File: src/rtl/park_pkg.sv
// park_pkg: shared definitions for the multi-slot car-park controller.
//   - park_state_e : controller state encoding
//   - CLOSE / OPEN : gate output levels
//   - lowest_free(): index of the lowest cleared valid bit, or n when all
//     of the first n slots are occupied
package park_pkg;

  typedef enum logic [2:0] {
    ST_IDLE  = 3'd0,
    ST_CHECK = 3'd1,
    ST_ENTER = 3'd2,
    ST_EXIT  = 3'd3,
    ST_LOCK  = 3'd4
  } park_state_e;

  localparam logic CLOSE = 1'b0;
  localparam logic OPEN  = 1'b1;

  // Upper bound on capacity; the search function works on a vector this wide.
  localparam int MAX_SLOTS = 256;

  // Scans downwards so the last assignment made is the lowest free index.
  function automatic int lowest_free(input logic [MAX_SLOTS-1:0] valid,
                                     input int n);
    int idx;
    idx = n;
    for (int i = MAX_SLOTS - 1; i >= 0; i--) begin
      if (i < n && !valid[i]) idx = i;
    end
    return idx;
  endfunction

endpackage

File: src/rtl/park_slot_table.sv
// park_slot_table: SLOTS x ID_W vehicle-number store with per-slot valid bits.
// Ports:
//   clk, rst            : clock, synchronous active-high reset (valid bits only)
//   key                 : vehicle number to look up
//   hit, hit_idx        : key found in an occupied slot, and that slot's index
//   has_free, free_idx  : at least one slot free, and the lowest free index
//   wr_en, wr_idx, wr_id: store wr_id into wr_idx and mark it occupied
//   clr_en, clr_idx     : mark clr_idx free
module park_slot_table
  import park_pkg::*;
#(
  parameter int ID_W  = 4,
  parameter int SLOTS = 16
) (
  input  logic                     clk,
  input  logic                     rst,
  input  logic [ID_W-1:0]          key,
  output logic                     hit,
  output logic [$clog2(SLOTS)-1:0] hit_idx,
  output logic                     has_free,
  output logic [$clog2(SLOTS)-1:0] free_idx,
  input  logic                     wr_en,
  input  logic [$clog2(SLOTS)-1:0] wr_idx,
  input  logic [ID_W-1:0]          wr_id,
  input  logic                     clr_en,
  input  logic [$clog2(SLOTS)-1:0] clr_idx
);

  localparam int SW = $clog2(SLOTS);

  logic [ID_W-1:0]      ids [SLOTS];
  logic [SLOTS-1:0]     valid;
  logic [MAX_SLOTS-1:0] valid_ext;
  int                   free_pos;

  always_comb begin
    valid_ext             = '0;
    valid_ext[SLOTS-1:0]  = valid;
    free_pos              = lowest_free(valid_ext, SLOTS);
    has_free              = (free_pos < SLOTS);
    free_idx              = free_pos[SW-1:0];
  end

  // Descending scan leaves the lowest matching index; at most one slot
  // can match because duplicates are refused on entry.
  always_comb begin
    hit     = 1'b0;
    hit_idx = '0;
    for (int i = SLOTS - 1; i >= 0; i--) begin
      if (valid[i] && ids[i] == key) begin
        hit     = 1'b1;
        hit_idx = i[SW-1:0];
      end
    end
  end

  always_ff @(posedge clk) begin
    if (rst) begin
      valid <= '0;
    end else begin
      if (wr_en)  valid[wr_idx]  <= 1'b1;
      if (clr_en) valid[clr_idx] <= 1'b0;
    end
  end

  // Stored numbers are meaningless while their valid bit is clear,
  // so they carry no reset.
  always_ff @(posedge clk) begin
    if (wr_en) ids[wr_idx] <= wr_id;
  end

endmodule

File: src/rtl/park_ctrl_multi.sv
// park_ctrl_multi: multi-slot car-park controller. Admits vehicles through a
// password-checked entry gate into the lowest free slot and releases slots
// on exit by vehicle number.
// Ports:
//   clk, rst   : clock, synchronous active-high reset
//   start      : entry request (level, held while at the gate)
//   exit_req   : exit request pulse, qualified by vn
//   pswd, vn   : presented password, vehicle number
//   front      : entry gate open during password stage
//   back       : admission granted (held GATE_CYC cycles)
//   exit_gate  : exit gate open (held GATE_CYC cycles)
//   slot       : slot index granted or released
//   count      : occupied slots; full / empty flags registered with it
//   err        : one-cycle error pulse
//   locked     : wrong-password lockout active
// Build option: define PARK_LOCKOUT_EN to enable the try counter and LOCK
// state; otherwise retries are unlimited and locked is tied low.
module park_ctrl_multi
  import park_pkg::*;
#(
  parameter int               ID_W      = 4,
  parameter int               SLOTS     = 16,
  parameter int               PSWD_W    = 4,
  parameter logic [PSWD_W-1:0] PASSWORD = 4'b1010,
  parameter int               GATE_CYC  = 2,
  parameter int               MAX_TRIES = 3,
  parameter int               LOCK_CYC  = 8
) (
  input  logic                       clk,
  input  logic                       rst,
  input  logic                       start,
  input  logic                       exit_req,
  input  logic [PSWD_W-1:0]          pswd,
  input  logic [ID_W-1:0]            vn,
  output logic                       front,
  output logic                       back,
  output logic                       exit_gate,
  output logic [$clog2(SLOTS)-1:0]   slot,
  output logic [$clog2(SLOTS+1)-1:0] count,
  output logic                       full,
  output logic                       empty,
  output logic                       err,
  output logic                       locked
);

  localparam int SW = $clog2(SLOTS);
  localparam int CW = $clog2(SLOTS + 1);
  localparam int GW = $clog2(GATE_CYC + 1);

  localparam logic [CW-1:0] FULL_CNT  = CW'(SLOTS);
  localparam logic [CW-1:0] ONE_CNT   = CW'(1);
  localparam logic [GW-1:0] GATE_LAST = GW'(GATE_CYC - 1);

  localparam logic [2:0] IDLE  = ST_IDLE;
  localparam logic [2:0] CHECK = ST_CHECK;
  localparam logic [2:0] ENTER = ST_ENTER;
  localparam logic [2:0] EXIT  = ST_EXIT;

  if (SLOTS < 2 || SLOTS > MAX_SLOTS || GATE_CYC < 1 ||
      MAX_TRIES < 1 || LOCK_CYC < 1) begin : g_bad_cfg
    $error("park_ctrl_multi: unsupported parameter set");
  end

  logic [2:0]      state;
  logic [GW-1:0]   gate_cnt;
  logic [ID_W-1:0] id_lat;

  logic          hit, has_free;
  logic [SW-1:0] hit_idx, free_idx;
  logic          pswd_ok, do_admit, do_exit;

`ifdef PARK_LOCKOUT_EN
  localparam int            TW        = $clog2(MAX_TRIES + 1);
  localparam int            LW        = $clog2(LOCK_CYC + 1);
  localparam logic [TW-1:0] TRY_LAST  = TW'(MAX_TRIES - 1);
  localparam logic [LW-1:0] LOCK_LAST = LW'(LOCK_CYC - 1);
  localparam logic [2:0]    LOCK      = ST_LOCK;

  logic [TW-1:0] tries;
  logic [LW-1:0] lock_cnt;
`else
  assign locked = 1'b0;
`endif

  assign pswd_ok  = (pswd == PASSWORD);
  // Abort (start low) wins over a matching password.
  assign do_admit = (state == CHECK) && start && pswd_ok;
  // Exit has priority over entry in IDLE.
  assign do_exit  = (state == IDLE) && exit_req && hit;

  park_slot_table #(
    .ID_W  (ID_W),
    .SLOTS (SLOTS)
  ) u_table (
    .clk      (clk),
    .rst      (rst),
    .key      (vn),
    .hit      (hit),
    .hit_idx  (hit_idx),
    .has_free (has_free),
    .free_idx (free_idx),
    .wr_en    (do_admit),
    .wr_idx   (free_idx),
    .wr_id    (id_lat),
    .clr_en   (do_exit),
    .clr_idx  (hit_idx)
  );

  // Vehicle number captured when the entry request is accepted; the table
  // write in CHECK uses this copy, not the live vn.
  always_ff @(posedge clk) begin
    if (state == IDLE && start && !exit_req) id_lat <= vn;
  end

  always_ff @(posedge clk) begin
    if (rst) begin
      state     <= IDLE;
      front     <= CLOSE;
      back      <= CLOSE;
      exit_gate <= CLOSE;
      err       <= 1'b0;
      slot      <= '0;
      count     <= '0;
      full      <= 1'b0;
      empty     <= 1'b1;
      gate_cnt  <= '0;
`ifdef PARK_LOCKOUT_EN
      tries     <= '0;
      lock_cnt  <= '0;
      locked    <= 1'b0;
`endif
    end else begin
      err <= 1'b0;
      case (state)
        IDLE: begin
          if (exit_req) begin
            if (hit) begin
              exit_gate <= OPEN;
              slot      <= hit_idx;
              count     <= count - ONE_CNT;
              full      <= 1'b0;
              empty     <= (count == ONE_CNT);
              gate_cnt  <= GATE_LAST;
              state     <= EXIT;
            end else begin
              err <= 1'b1;
            end
          end else if (start) begin
            if (full || hit) begin
              err <= 1'b1;
            end else begin
              front <= OPEN;
              state <= CHECK;
            end
          end
        end

        CHECK: begin
          if (!start) begin
            front <= CLOSE;
            state <= IDLE;
`ifdef PARK_LOCKOUT_EN
            tries <= '0;
`endif
          end else if (pswd_ok) begin
            back     <= OPEN;
            slot     <= free_idx;
            count    <= count + ONE_CNT;
            full     <= (count == FULL_CNT - ONE_CNT);
            empty    <= 1'b0;
            gate_cnt <= GATE_LAST;
            state    <= ENTER;
`ifdef PARK_LOCKOUT_EN
            tries    <= '0;
`endif
          end else begin
            err <= 1'b1;
`ifdef PARK_LOCKOUT_EN
            if (tries == TRY_LAST) begin
              front    <= CLOSE;
              locked   <= 1'b1;
              lock_cnt <= LOCK_LAST;
              tries    <= '0;
              state    <= LOCK;
            end else begin
              tries <= tries + 1'b1;
            end
`endif
          end
        end

        ENTER, EXIT: begin
          if (gate_cnt == '0) begin
            front     <= CLOSE;
            back      <= CLOSE;
            exit_gate <= CLOSE;
            state     <= IDLE;
          end else begin
            gate_cnt <= gate_cnt - 1'b1;
          end
        end

`ifdef PARK_LOCKOUT_EN
        LOCK: begin
          if (lock_cnt == '0) begin
            locked <= 1'b0;
            state  <= IDLE;
          end else begin
            lock_cnt <= lock_cnt - 1'b1;
          end
        end
`endif

        default: begin
          front     <= CLOSE;
          back      <= CLOSE;
          exit_gate <= CLOSE;
          state     <= IDLE;
        end
      endcase
    end
  end

  // The FSM refuses entry when full and only exits a found vehicle, so the
  // occupancy count can neither wrap up nor down.
  a_no_overflow: assert property (@(posedge clk) disable iff (rst)
    do_admit |-> (count != FULL_CNT) && has_free);
  a_no_underflow: assert property (@(posedge clk) disable iff (rst)
    do_exit |-> (count != '0));

endmodule
File: config.mk
export PLATFORM = sky130hd
export DESIGN_NAME = park_ctrl_multi
export DESIGN_NICKNAME = d
export VERILOG_FILES = /design/src/rtl/park_pkg.sv /design/src/rtl/park_slot_table.sv /design/src/rtl/park_ctrl_multi.sv
export SDC_FILE = /design/constraint.sdc
export NUM_CORES = 1
export LEC_CHECK = 0
export BUFFER_PORTS_ARGS = -buffer_cell sky130_fd_sc_hd__buf_2
export CAP_MARGIN = 0
export CORE_MARGIN = 8
export CORE_UTILIZATION = 32
export CTS_CLUSTER_DIAMETER = 50
export DETAILED_ROUTE_END_ITERATION = 16
export PLACE_DENSITY = 0.45
export SYNTH_ARGS = -nofsm -noshare
export SYNTH_HDL_FRONTEND = slang
export SYNTH_SLANG_ARGS = --single-unit
export TNS_END_PERCENT = 30
File: constraint.sdc
create_clock -name clk -period 5.75 [get_ports clk]
set_input_delay 0.2875 -clock clk [delete_from_list [all_inputs] [get_ports clk]]
set_output_delay 0.2875 -clock clk [all_outputs]
set_load 0.05 [all_outputs]
== Word level (Yosys, flattened, before mapping) ==
Memories as Yosys holds them, arrays and structs flattened.
Index checks and enable logic that the tools add are counted.
Storage, ports and cells
  memory bits (writable): 64
  memories: 1
  output and inout bits: 16
  input bits: 12
  flip-flop bits (word level): 40
  word-level logic and storage cells: 208
Operators by class
  add/subtract/negate cells: 3
  equality and inequality tests: 36
  reductions and logical operators: 37
  magnitude comparators: 4
  multiplexer cells: 110
  bitwise gates (word level): 5
Memory list
  u_table.ids: depth 16, bits a word 4, read ports 16, clocked after memory_dff 0, wr ports 1, line park_slot_table.sv:31  | logic [ID_W-1:0] ids [SLOTS];
Operator list (count)
  2-to-1 mux 4 bit: 36
  equality test 4 bit: 16
  2-to-1 mux 16 bit: 3
  2-to-1 mux 1 bit: 43
  logical AND 1 bit: 24
  2-to-1 mux 3 bit: 7
  2-to-1 mux 5 bit: 4
  inequality test 2 bit, second input constant: 10
  bitwise AND 16 bit: 1
  NOT 16 bit: 1
  OR 16 bit: 1
  AND reduction 5 bit: 3
  inequality test 3 bit, second input constant: 4
  less-than comparator 4 x 5 -> 1 bit, second input constant: 2
  2-to-1 mux 2 bit: 5
  one-hot mux 5 bit (2 select lines): 1
  one-hot mux 1 bit (3 select lines): 3
  one-hot mux 3 bit (3 select lines): 1
  demux 1 bit (select 4 bit): 2
  greater-or-equal comparator 4 x 1 -> 1 bit, second input constant: 2
  one-hot mux 4 bit (2 select lines): 1
  AND reduction 4 bit: 2
  equality test 3 x 2 -> 1 bit, second input constant: 2
  one-hot mux 1 bit (2 select lines): 3
  17 further kinds: 18

== Logic depth before layout (Yosys ltp) ==
Gate-level depths: netlist of the first run.
An unclocked memory read counts as a cell.
  depth in word-level cells: 26
  mapped depth: 11
  depth with buffers taken out: 8

== Modules after synthesis ==
Synthesis of the first run repeated with hierarchy kept, for this count alone.
Unflattened totals
  cell total of the unflattened synthesis: 438
  area total of the unflattened synthesis: 5033.6 um2
Modules (own cells, without submodules)
  park_slot_table: sequential area each 2242.2 um2, cells an instance 319, times used 1, area each 3860.0 um2
  park_ctrl_multi: sequential area each 500.5 um2, cells an instance 119, times used 1, area each 1173.6 um2

== Least setup slack after synthesis of the first run ==
Ideal clock, no wire load.
  path type: input to register
  start: in vn[1]
  end: reg state[0]
  buffers on the path: 1
  path slack: 3.336 ns
  cell stages on the path: 9
  library setup time: 0.058 ns
  data arrival time: 2.356 ns
  required time: 5.692 ns
  path through: buf_4 > inv_2 > o22ai_1 > and4b_4 > or4_4 > nand4b_4 > or4b_1 > a21boi_1 > o21ba_1
Between the ends
  cells in the longest elaborated chain, start to end: 21
  elaborated cells on any way between the ends: 52
  those cells by class: 18 x eq/ne; 16 x mux; 18 x reduce/logical
Ends and longest elaborated chain
  from (decl): line park_ctrl_multi.sv:34  | input logic [ID_W-1:0] vn,
  equality test 4 bit: line park_slot_table.sv:50  | if (valid[i] && ids[i] == key) begin
  logical AND 1 bit: line park_slot_table.sv:50
  2-to-1 mux 1 bit (15 in series): line park_slot_table.sv:50
  2-to-1 mux 1 bit *: line park_slot_table.sv:50
  logical OR 1 bit: line park_ctrl_multi.sv:149  | if (full || hit) begin
  inequality test 3 bit (no line)
  AND reduction 5 bit (no line) *
  to (signal assigned): line park_ctrl_multi.sv:144  | state <= EXIT;
  to (signal assigned): line park_ctrl_multi.sv:153  | state <= CHECK;
  to (signal assigned): line park_ctrl_multi.sv:161  | state <= IDLE;
  to (decl): line park_ctrl_multi.sv:64  | logic [2:0] state;
Every way passes the cells marked *; elsewhere a longest branch is shown, timed or not.
A chain may end at the register's enable or synchronous reset.

== Final worst setup path of the first run ==
  start: reg state[0]
  end: mem u_table.ids[2][2] (enable)
Between the ends
  cells in the longest elaborated chain, start to end: 5
Ends and longest elaborated chain
  from (signal assigned): line park_ctrl_multi.sv:117  | state <= IDLE;
  from (signal assigned): line park_ctrl_multi.sv:144
  from (signal assigned): line park_ctrl_multi.sv:153
  equality test 3 x 1 -> 1 bit: line park_ctrl_multi.sv:87  | assign do_admit = (state == CHECK) && start && pswd_ok;
  logical AND 1 bit (2 in series): line park_ctrl_multi.sv:87
  2-to-1 mux 1 bit: line park_slot_table.sv:69  | if (wr_en) ids[wr_idx] <= wr_id;
  2-to-1 mux 1 bit (implied by the code): line park_slot_table.sv:69
  to (decl): line park_slot_table.sv:31
No other way between the ends.

==> reports/summary.txt, run 1 <==
register area share after synthesis - 54.2%
H-Tree Depth - 3
initial core utilization - 32.4%
setup repair after global routing missed its margin - no
largest net degree at the start of global routing - 36
Setup Buffers After CTS - 0
met2 Track Usage GR - 20.7%
worst-margin pin slew - 0.930 ns
Cell variety after synth - 61
# DRC - 0
clock period minus worst slack - 2.85 ns
Root Buffer - clkbuf_16
hold depth - 3
clock skew - 0.00826 ns
RR Startpoint - state[0]
Final Cycle Share - 49.6%
final setup vio count - 0
leakage - 1.87 nW
Nets - 495
worst hold path class - in2reg
synthesized cell area - 5060 µm²
Overflow after GRT - 0
WL/cell - 17.4 µm
hold slack - 0.367 ns
core box area - 15700 µm²
initial antenna violation count - 0
Final Max Tran Viols - 0
routed wire length - 12.2 mm
status - finished, final reports clean
Max Root-Sink Buffers - 2
synth top area cells - edfxtp_1 40%, dfxtp_1 14%, xor2_1 7.4%, nor2_1 3.3%, xnor2_1 3.3%
detailed placement HPWL - 8.85 mm
max capacitance violation total - 0
Yosys top cell area share - 40.3%
cts-stage hold buffer count - 0
clk sinks - 103
Post-Synthesis Cells - 459
first-pass GRT wire length - 19.6 mm
PortBufs - 26
CP startpoint - state[0]
Post-Syn Nets - 476
DR iter-0 viols - 258
CP Capture Type - flip-flop
TritonCTS clock tree - done
Power Density - 273 nW/µm²
asr flop ratio synth - 0%
count leader, synth - edfxtp_1
CP Max Fanout - 11
Die H - 142 µm
RePlAce Congestion - 0.757
Std-Cell Rows - 46
syn_area_per_cell - 11.0 µm²
vias - 3433
Synth area leader - edfxtp_1
vias per inst - 4.91
clock-pin slew on the worst setup and hold paths - 0.07 ns
total track usage - 12.8%
clk_lat worst skew - 0.35 ns
Synth Flop Type - edfxtp_1
final setup TNS - 0 ns
Area Growth Syn to Fin - 11.8%
Num CTS Buffers - 9
Yosys reg bits - 103
CTS resizes - 0
Rel. slew slack - 37.4%
Ys Warns - 0
CP arrival - 2.85 ns
number of global-route vias before repair - 3434
ratio of cells with drive above 1 in the final layout - 11.8%
met1 Use GR - 16.3%
number of flops mapped to enable cells by yosys - 68
Setup CP Type - reg2reg
min-delay src - start
highest clock rate - 351 MHz
VDD IR max - 0.179 mV
crit start category - flip-flop
Die ar. - 20100 µm²
top cells by instance count after synthesis - 68 x edfxtp_1, 45 x nor2_1, 43 x xor2_1
ANT cells - 0
IO Pins - 28
grt peak-use layer - met2
R2R Setup Slk - 2.90 ns
Worst Reg-to-Reg Cells - 4
M3 GR Usage - 3.02%
router iterations before antenna repair - 4
chip width - 142 µm
Routed Antenna Nets - 0
CP required - 5.75 ns
Fillers - 1592
count of final hold-check violations - 0
-- final timing paths --
kind / end
hold reg to reg: empty
setup reg to reg: u_table.ids[2][2]
hold / removal: front
setup / recovery: u_table.ids[2][2]
-- per-layer routing --
| layer | wire length [µm] | vias up |
|---|---|---|
| li1 | - | 1697 |
| met1 | 5600 | 1628 |
| met2 | 5610 | 92 |
| met3 | 728 | 16 |
| met4 | 226 | 0 |
| met5 | 0 | - |
-- layout by cell type (no fill, tap or decap), drive strengths merged, types with 3 or more instances in the layout --
| cell | Yosys | final |
|---|---|---|
| clkbuf | 7 | 11 |
| nand3 | 6 | 6 |
| ha | 5 | 5 |
| nand2 | 35 | 35 |
| o211ai | 4 | 4 |
| o21a | 5 | 5 |
| a31oi | 5 | 5 |
| nor2 | 45 | 45 |
| nor2b | 6 | 6 |
| a221oi | 4 | 4 |
| o21ai | 12 | 12 |
| and3 | 5 | 5 |
| a21boi | 3 | 3 |
| a21oi | 25 | 25 |
| xor2 | 44 | 44 |
| and2 | 7 | 7 |
| a211oi | 17 | 17 |
| edfxtp | 68 | 68 |
| inv | 16 | 19 |
| xnor2 | 19 | 19 |
| nand4 | 5 | 5 |
| nor3 | 16 | 16 |
| dfxtp | 35 | 35 |
| buf | 11 | 26 |
| nand2b | 6 | 6 |
| nor4 | 16 | 16 |
-- state kept, by name, summed over array words and instances (netlist names) --
signal         cells
u_table.ids       64
u_table.valid     16
count              5
id_lat             4
slot               4
gate_cnt           2
state              2
back               1
empty              1
err                1
exit_gate          1
front              1
full               1
-- layout make-up --
type / count / area [µm²] / area share [%]
clock buffers: 11 / 233 / 4.11
clock inverters: 5 / 86.3 / 1.52
inverters: 16 / 60.1 / 1.06
multi-input cells: 322 / 2140 / 37.8
flip-flops and latches: 103 / 2740 / 48.4
well taps: 216 / 270 / 4.77
repair buffers: 26 / 130 / 2.30
-- power by group --
| part | internal [W] | switching, W | leakage, nW |
|---|---|---|---|
| Combinational | 0.0000239 | 0.0000499 | 0.820 |
| Sequential | 0.000791 | 0.0000110 | 0.895 |
| Clock | 0.000387 | 0.000281 | 0.155 |
-- critical path: stages (launching register included) --
cell,delay (ns)
dfxtp_1,0.55
nor2b_1,0.67
and3_1,0.53
nand3b_1,0.31
nor2_1,0.43
-- stage by stage --
| step | util, % | power (W) | cells | setup WS (ns) | instance area (µm²) |
|---|---|---|---|---|---|
| after floorplan | - | 0.000876 | 459 | 3.34 | 5060 |
| after global placement | 34.1 | 0.000894 | 683 | 2.64 | 5350 |
| after detailed placement | 34.1 | 0.000894 | 683 | 2.59 | 5350 |
| after CTS | 36.2 | 0.00156 | 699 | 2.88 | 5660 |
| after global routing | 36.2 | 0.00159 | 699 | 2.67 | 5660 |
| final | 36.2 | 0.00154 | 699 | 2.90 | 5660 |
-- cells by family (layout without fill, tap and decap cells) --
logic type / after synthesis / in the layout / share of synthesized area (%)
adders and majority gates: 5 / 5 / 1.24
buffers and inverters: 34 / 58 / 3.56
xor gates and xnor gates: 63 / 63 / 11.0
and+or+nand+nor: 162 / 162 / 17.7
DFF: 103 / 103 / 54.2
muxes: 2 / 2 / 0.395
AOI/OAI and AO/OA: 89 / 89 / 11.8
other: 1 / 1 / 0.0740
(Power assumes the default switching activity.)
==> inputs of run 2 (changes only) <==
--- a/config.mk
+++ b/config.mk
@@ -5,6 +5,7 @@
 export SDC_FILE = /design/constraint.sdc
 export NUM_CORES = 1
 export LEC_CHECK = 0
+export ABC_AREA = 1
 export BUFFER_PORTS_ARGS = -buffer_cell sky130_fd_sc_hd__buf_2
 export CAP_MARGIN = 0
 export CORE_MARGIN = 8
==> constraint.sdc (replaced) <==
create_clock -name clk -period 2.9 [get_ports clk]
set_input_delay 0.145 -clock clk [delete_from_list [all_inputs] [get_ports clk]]
set_output_delay 0.145 -clock clk [all_outputs]
set_load 0.05 [all_outputs]
==> run 2 against run 1 <==
Compared with the run above:
- final cell count increased by 17%
- highest routed layer unchanged
- total power increased by 150%
- non-clock buffer count increased by 7
- sequential power increased by 120%
- worst hold slack got worse by 0.29 ns
- critical endpoint is now u_table.valid[9]
- utilization increased by 0.093 points
- global-route usage increased by 1.0 points
==> reports/summary.txt, run 2 <==
most used cell, CP - nand2_1
initial core utilization - 32.4% (+0.057 points)
pre-CTS WS - 0.128 ns (-2.46 ns)
number of flops mapped to enable cells by yosys - 68 (unchanged)
Post-Syn Nets - 587 (+23%)
Num CTS Buffers - 9 (unchanged)
TritonCTS clock tree - done
Rel. slew slack - 43.1% (+5.6 points)
ANT cells - 0 (unchanged)
Area Growth Syn to Fin - 11.9% (about the same)
final setup vio count - 0 (unchanged)
cts-stage hold buffer count - 0 (unchanged)
worst hold path class - in2reg
vias - 3871 (+13%)
detailed placement HPWL - 9.54 mm (+7.7%)
clk sinks - 103 (unchanged)
Fillers - 1661 (+4.3%)
vias per inst - 4.72 (-3.9%)
largest net degree at the start of global routing - 25 (-31%)
CP arrival - 2.78 ns (-0.07 ns)
slowest stage cell, crit path - edfxtp_1
PortBufs - 26 (unchanged)
CP Capture Type - flip-flop
first-pass GRT wire length - 21.1 mm (+7.6%)
Util after Layout - 36.3% (+0.093 points)
number of global-route vias before repair - 3697 (+7.7%)
CP Max Fanout - 7 (-4)
Nets - 616 (+24%)
setup repair after global routing missed its margin - no
Final Max Tran Viols - 0 (unchanged)
VDD IR max - 0.557 mV (+210%)
dpl cells - 804 (+18%)
# DRC - 0 (unchanged)
count of final hold-check violations - 0 (unchanged)
clock skew - 0.0111 ns (+0.00285 ns)
WL/cell - 16.2 µm (-6.8%)
RePlAce Congestion - 0.882 (+16%)
Largest regs - u_table.ids: 64 flops, u_table.valid: 16 flops, count: 5 flops
commonest non-fill, non-tap cell in the layout - nand2_1
Die ar. - 20300 µm² (+0.81%)
most frequent cells in the layout - 116 x nand2_1, 76 x inv_1, 68 x edfxtp_1
asr flop ratio synth - 0% (unchanged)
Max Root-Sink Buffers - 2 (unchanged)
final setup TNS - 0 ns (unchanged)
status - finished, final reports clean
Routed Antenna Nets - 0 (unchanged)
Overflow after GRT - 0 (unchanged)
cell family with most CP delay - simple AND/OR/NAND/NOR gates
CP required - 3.15 ns (-2.60 ns)
Final Instance Count excl. Fillers - 820 (+17%)
core box area - 15800 µm² (+0.74%)
worst setup margin - 0.373 ns (-2.52 ns)
Root Buffer - clkbuf_16
crit start category - flip-flop
ratio of cells with drive above 1 in the final layout - 12.4% (+0.62 points)
Yosys reg bits - 103 (unchanged)
max capacitance violation total - 0 (unchanged)
DR iter-0 viols - 231 (-10%)
Power Density - 674 nW/µm² (+150%)
Cell variety after synth - 42 (-31%)
clk_lat worst skew - 0.35 ns (about the same)
Synth area leader - edfxtp_1
Synth Flop Type - edfxtp_1
routed wire length - 13.3 mm (+9.3%)
Post-Synthesis Cells - 570 (+24%)
count leader, synth - nand2_1
synthesized cell area - 5110 µm² (+0.91%)
chip width - 142 µm (+0.40%)
Setup Buffers After CTS - 0 (unchanged)
highest clock rate - 396 MHz (+13%)
register area share after synthesis - 53.7% (-0.49 points)
synth top area cells - edfxtp_1 40%, dfxtp_1 14%, nand2_1 8.5%, inv_1 5.6%, nor2_1 4.7%
clock period minus worst slack - 2.53 ns (-0.325 ns)
buffer and inverter count on the worst path - 1 (+1)
total track usage - 13.8% (+1.0 points)
Std-Cell Rows - 46 (unchanged)
Final Cycle Share - 87.1% (+38 points)
router iterations before antenna repair - 5 (+1)
worst-margin pin slew - 0.853 ns (-0.0764 ns)
Largest register FFs - 64 (unchanged)
initial antenna violation count - 0 (unchanged)
IO Pins - 28 (unchanged)
syn_area_per_cell - 8.97 µm² (-19%)
Ys Warns - 0 (unchanged)
Yosys top cell area share - 40.0% (-0.37 points)
Die H - 142 µm (+0.40%)
Reg with most FFs - u_table.ids
leakage - 2.24 nW (+20%)
H-Tree Depth - 3 (unchanged)
Cell Chain, Critical Path - or2_2 -> a21oi_1 -> nand3b_1 -> nand2_1 -> nand2_1 -> nand2_1 -> nand2_1 -> nand2_1 -> nand2_1 -> nand2_1 -> nand2_1 -> nand2_1 -> nand2_1 -> nand2_1 -> nand2_1 -> nand2_1 -> nand2_1 -> nor2_1 -> nand2_1 -> nand2_1 -> inv_1
Worst path max stage delay - 0.38 ns (-0.29 ns)
top cells by instance count after synthesis - 116 x nand2_1, 76 x inv_1, 68 x edfxtp_1
clock-pin slew on the worst setup and hold paths - 0.07 ns (about the same)
Setup CP Type - reg2reg
## run 2: cell count changes in the layout (fill, tap and decap cells not counted), moves of 8 or more
cell,previous run,this run
o21ai_0,10,29
nor3_1,16,8
a211oi_1,17,3
nand2_1,35,116
nand3_1,6,18
xnor2_1,19,9
nor2_1,45,63
nor4_1,10,2
xor2_1,43,14
inv_1,14,76
a21oi_1,24,35
## run 2: worst paths after layout
check / depth (start not counted) / endpoint / startpoint / slack [ns]
max: 21 / u_table.valid[9] / u_table.ids[13][2] / 0.37
min reg2reg: 2 / front / front / 0.46
min: 1 / id_lat[0] / vn[0] / 0.08
max reg2reg: 21 / u_table.valid[9] / u_table.ids[13][2] / 0.37
## run 2: metrics by stage
step / hold WS (ns) / area [µm²] / total power [W]
2_1_floorplan: 0.244 / 5110 / 0.00250
3_3_place_gp: 0.433 / 5450 / 0.00275
3_5_place_dp: 0.439 / 5450 / 0.00275
4_1_cts: 0.0646 / 5720 / 0.00391
5_1_grt: 0.0752 / 5720 / 0.00405
6_report: 0.0813 / 5720 / 0.00386
## run 2: area by class of cell
class                      count  area [µm²]  area share, %
clock buffer                  10         229           4.00
clock inverter                 6        43.8          0.766
inverter                      79         297           5.18
multi-input combinational    373        1960           34.2
sequential                   103        2740           47.9
tap                          216         270           4.72
timing repair buffer          33         183           3.19
## run 2: repair_timing
action	CTS	global route
gates resized for setup	0	1
endpoints found under the hold margin	0	0
setup endpoints to repair	0	1
## run 2: metal layers
layer  up-vias  GRT usage (%)  wire, µm
met1      1827           18.5      6400
met4         0           3.41       110
li1       1948              -         -
met5         -              0         0
met2        90           21.4      6180
met3         6           3.96       603
## run 2: worst register-to-register path, stage by stage (launching register included)
cell and delay (ns):
edfxtp_1 0.38, or2_2 0.28, a21oi_1 0.16, nand3b_1 0.13, nand2_1 0.09, nand2_1 0.05
nand2_1 0.06, nand2_1 0.06, nand2_1 0.05, nand2_1 0.05, nand2_1 0.06, nand2_1 0.05
nand2_1 0.05, nand2_1 0.06, nand2_1 0.05, nand2_1 0.05, nand2_1 0.07, nand2_1 0.18
nor2_1 0.31, nand2_1 0.14, nand2_1 0.09, inv_1 0.04
## run 2: report_power, final
group	switching, W	internal, W
clock	0.000560	0.000588
sequential	0.000102	0.00167
combinational	0.000668	0.000262
## run 2: logic make-up after synthesis
kind of cell	synth area share [%]
AND/OR/NAND/NOR	21.0
AO/OA/AOI/OAI	12.0
buffers and inverters	8.13
XOR/XNOR	3.94
flip-flops	53.7
adder cells (fa/ha/maj)	1.22
other	0.0734
==> inputs of run 3 (changes only) <==
==> constraint.sdc (replaced) <==
create_clock -name clk -period 2.9 [get_ports clk]
set_input_delay 0.29 -clock clk [delete_from_list [all_inputs] [get_ports clk]]
set_output_delay 0.29 -clock clk [all_outputs]
set_load 0.05 [all_outputs]
==> run 3 against run 2 <==
Compared with the run above:
- sequential share of layout area fell by 1.1 points
- sequential power barely moved
- critical path depth unchanged
- flip-flop and latch count unchanged
- first-iteration DRC count down 19%
- cell area grew 2.4%
- combinational power grew 3.9%
- global-route usage shrank 0.087 points
- worst hold slack better by 0.18 ns
- clock power is 9.6% higher
- largest cell class unchanged
- largest power group unchanged
==> reports/summary.txt, run 3 (synthesis results as in run 2) <==
Setup CP Type - reg2reg
Worst path max stage delay - 0.37 ns (about the same)
cts-stage hold buffer count - 0 (unchanged)
buffer and inverter count on the worst path - 1 (unchanged)
Final Max Tran Viols - 0 (unchanged)
setup repair after global routing missed its margin - no
commonest non-fill, non-tap cell in the layout - nand2_1
Std-Cell Rows - 46 (unchanged)
Routed Antenna Nets - 0 (unchanged)
Final Instance Count excl. Fillers - 830 (+1.2%)
IO Pins - 28 (unchanged)
CP Capture Type - flip-flop
status - finished, final reports clean
Setup Buffers After CTS - 0 (unchanged)
vias per inst - 4.71 (-0.31%)
CP required - 3.15 ns (about the same)
worst-margin pin slew - 0.792 ns (-0.0609 ns)
first-pass GRT wire length - 21.0 mm (-0.52%)
final setup vio count - 0 (unchanged)
core box area - 15800 µm² (unchanged)
number of global-route vias before repair - 3757 (+1.6%)
leakage - 2.32 nW (+3.5%)
clock skew - 0.0107 ns (-0.000370 ns)
initial antenna violation count - 0 (unchanged)
CP arrival - 2.75 ns (-0.03 ns)
dpl cells - 814 (+1.2%)
Util after Layout - 37.1% (+0.86 points)
routed wire length - 13.4 mm (+0.65%)
Final Cycle Share - 86.2% (-0.91 points)
DR iter-0 viols - 186 (-19%)
cell family with most CP delay - simple AND/OR/NAND/NOR gates
highest clock rate - 400 MHz (+1.1%)
Largest regs - u_table.ids: 64 flops, u_table.valid: 16 flops, count: 5 flops
clock-pin slew on the worst setup and hold paths - 0.07 ns (about the same)
Power Density - 685 nW/µm² (+1.7%)
Root Buffer - clkbuf_16
vias - 3906 (+0.90%)
Num CTS Buffers - 9 (unchanged)
Largest register FFs - 64 (unchanged)
clk sinks - 103 (unchanged)
ratio of cells with drive above 1 in the final layout - 13.7% (+1.3 points)
clock period minus worst slack - 2.50 ns (-0.0265 ns)
Reg with most FFs - u_table.ids
total track usage - 13.7% (-0.087 points)
ANT cells - 0 (unchanged)
RePlAce Congestion - 0.843 (-4.4%)
Area Growth Syn to Fin - 14.6%
chip width - 142 µm (unchanged)
CTS resizes - 0 (unchanged)
final setup TNS - 0 ns (unchanged)
slowest stage cell, crit path - edfxtp_1
PortBufs - 26 (unchanged)
most frequent cells in the layout - 116 x nand2_1, 76 x inv_1, 68 x edfxtp_1
Die ar. - 20300 µm² (unchanged)
crit start category - flip-flop
max capacitance violation total - 0 (unchanged)
Cell Chain, Critical Path - or2_2 -> a21oi_1 -> nand3b_1 -> nand2_1 -> nand2_1 -> nand2_1 -> nand2_1 -> nand2_1 -> nand2_1 -> nand2_1 -> nand2_1 -> nand2_1 -> nand2_1 -> nand2_1 -> nand2_1 -> nand2_1 -> nand2_1 -> nor2_1 -> nand2_1 -> nand2_1 -> inv_1
Nets - 626 (+1.6%)
Die H - 142 µm (unchanged)
CP Max Fanout - 7 (unchanged)
Design Power - 0.00401 W (+4.1%)
clk_lat worst skew - 0.35 ns (about the same)
hold slack - 0.263 ns (+0.182 ns)
Overflow after GRT - 0 (unchanged)
Rel. slew slack - 47.2% (+4.1 points)
largest net degree at the start of global routing - 24 (-4.0%)
count of final hold-check violations - 0 (unchanged)
router iterations before antenna repair - 4 (-1)
# DRC - 0 (unchanged)
detailed placement HPWL - 9.95 mm (+4.3%)
WL/cell - 16.1 µm (-0.56%)
initial core utilization - 32.4% (unchanged)
H-Tree Depth - 3 (unchanged)
most used cell, CP - nand2_1
TritonCTS clock tree - done
worst hold path class - in2reg
Max Root-Sink Buffers - 2 (unchanged)
VDD IR max - 0.506 mV (-9.3%)
==> run 3: stage by stage <==
step / instance area (µm²) / setup WS (ns)
global placement: 5550 / 0.0966
finish: 5860 / 0.400
CTS: 5860 / 0.384
detailed placement: 5550 / 0.101
global route: 5860 / 0.112
floorplan: 5110 / 0.726
==> run 3: path summary, 6_finish.rpt <==
kind | slack, ns | start | end | cells past startpoint
max | 0.40 | u_table.ids[13][2] | u_table.valid[3] | 21
max reg2reg | 0.40 | u_table.ids[13][2] | u_table.valid[3] | 21
min reg2reg | 0.46 | exit_gate | exit_gate | 2
min | 0.26 | vn[2] | id_lat[2] | 1
==> run 3: report_power, final <==
part / switching (W) / internal (W)
combinational: 0.000676 / 0.000290
clock: 0.000527 / 0.000738
sequential: 0.000106 / 0.00168
total: 0.00131 / 0.00270
==> run 3: worst reg2reg max path: stages (launching register included) <==
cell	delay (ns)
edfxtp_1	0.37
or2_2	0.28
a21oi_1	0.14
nand3b_1	0.14
nand2_1	0.10
nand2_1	0.05
nand2_1	0.05
nand2_1	0.05
nand2_1	0.05
nand2_1	0.05
nand2_1	0.06
nand2_1	0.05
nand2_1	0.05
nand2_1	0.05
nand2_1	0.05
nand2_1	0.05
nand2_1	0.07
nand2_1	0.17
nor2_1	0.32
nand2_1	0.13
nand2_1	0.08
inv_1	0.03
==> run 3: area by class of cell <==
type / instances / area (µm²)
Clock buffer: 13 / 270
Clock inverter: 3 / 40.0
Fill cell: 1660 / 9910
Inverter: 79 / 297
Multi-Input combinational cell: 373 / 1950
Sequential cell: 103 / 2740
Tap cell: 216 / 270
Timing Repair Buffer: 43 / 283
==> run 3: metal layers <==
layer,vias up,wire length [µm],part of all wire [%],GRT usage [%]
met4,0,91,0.68,3.02
met2,76,6300,47,22.4
met5,-,0,0,0
met3,5,574,4.3,3.39
met1,1851,6420,48,18.0
li1,1974,-,-,-
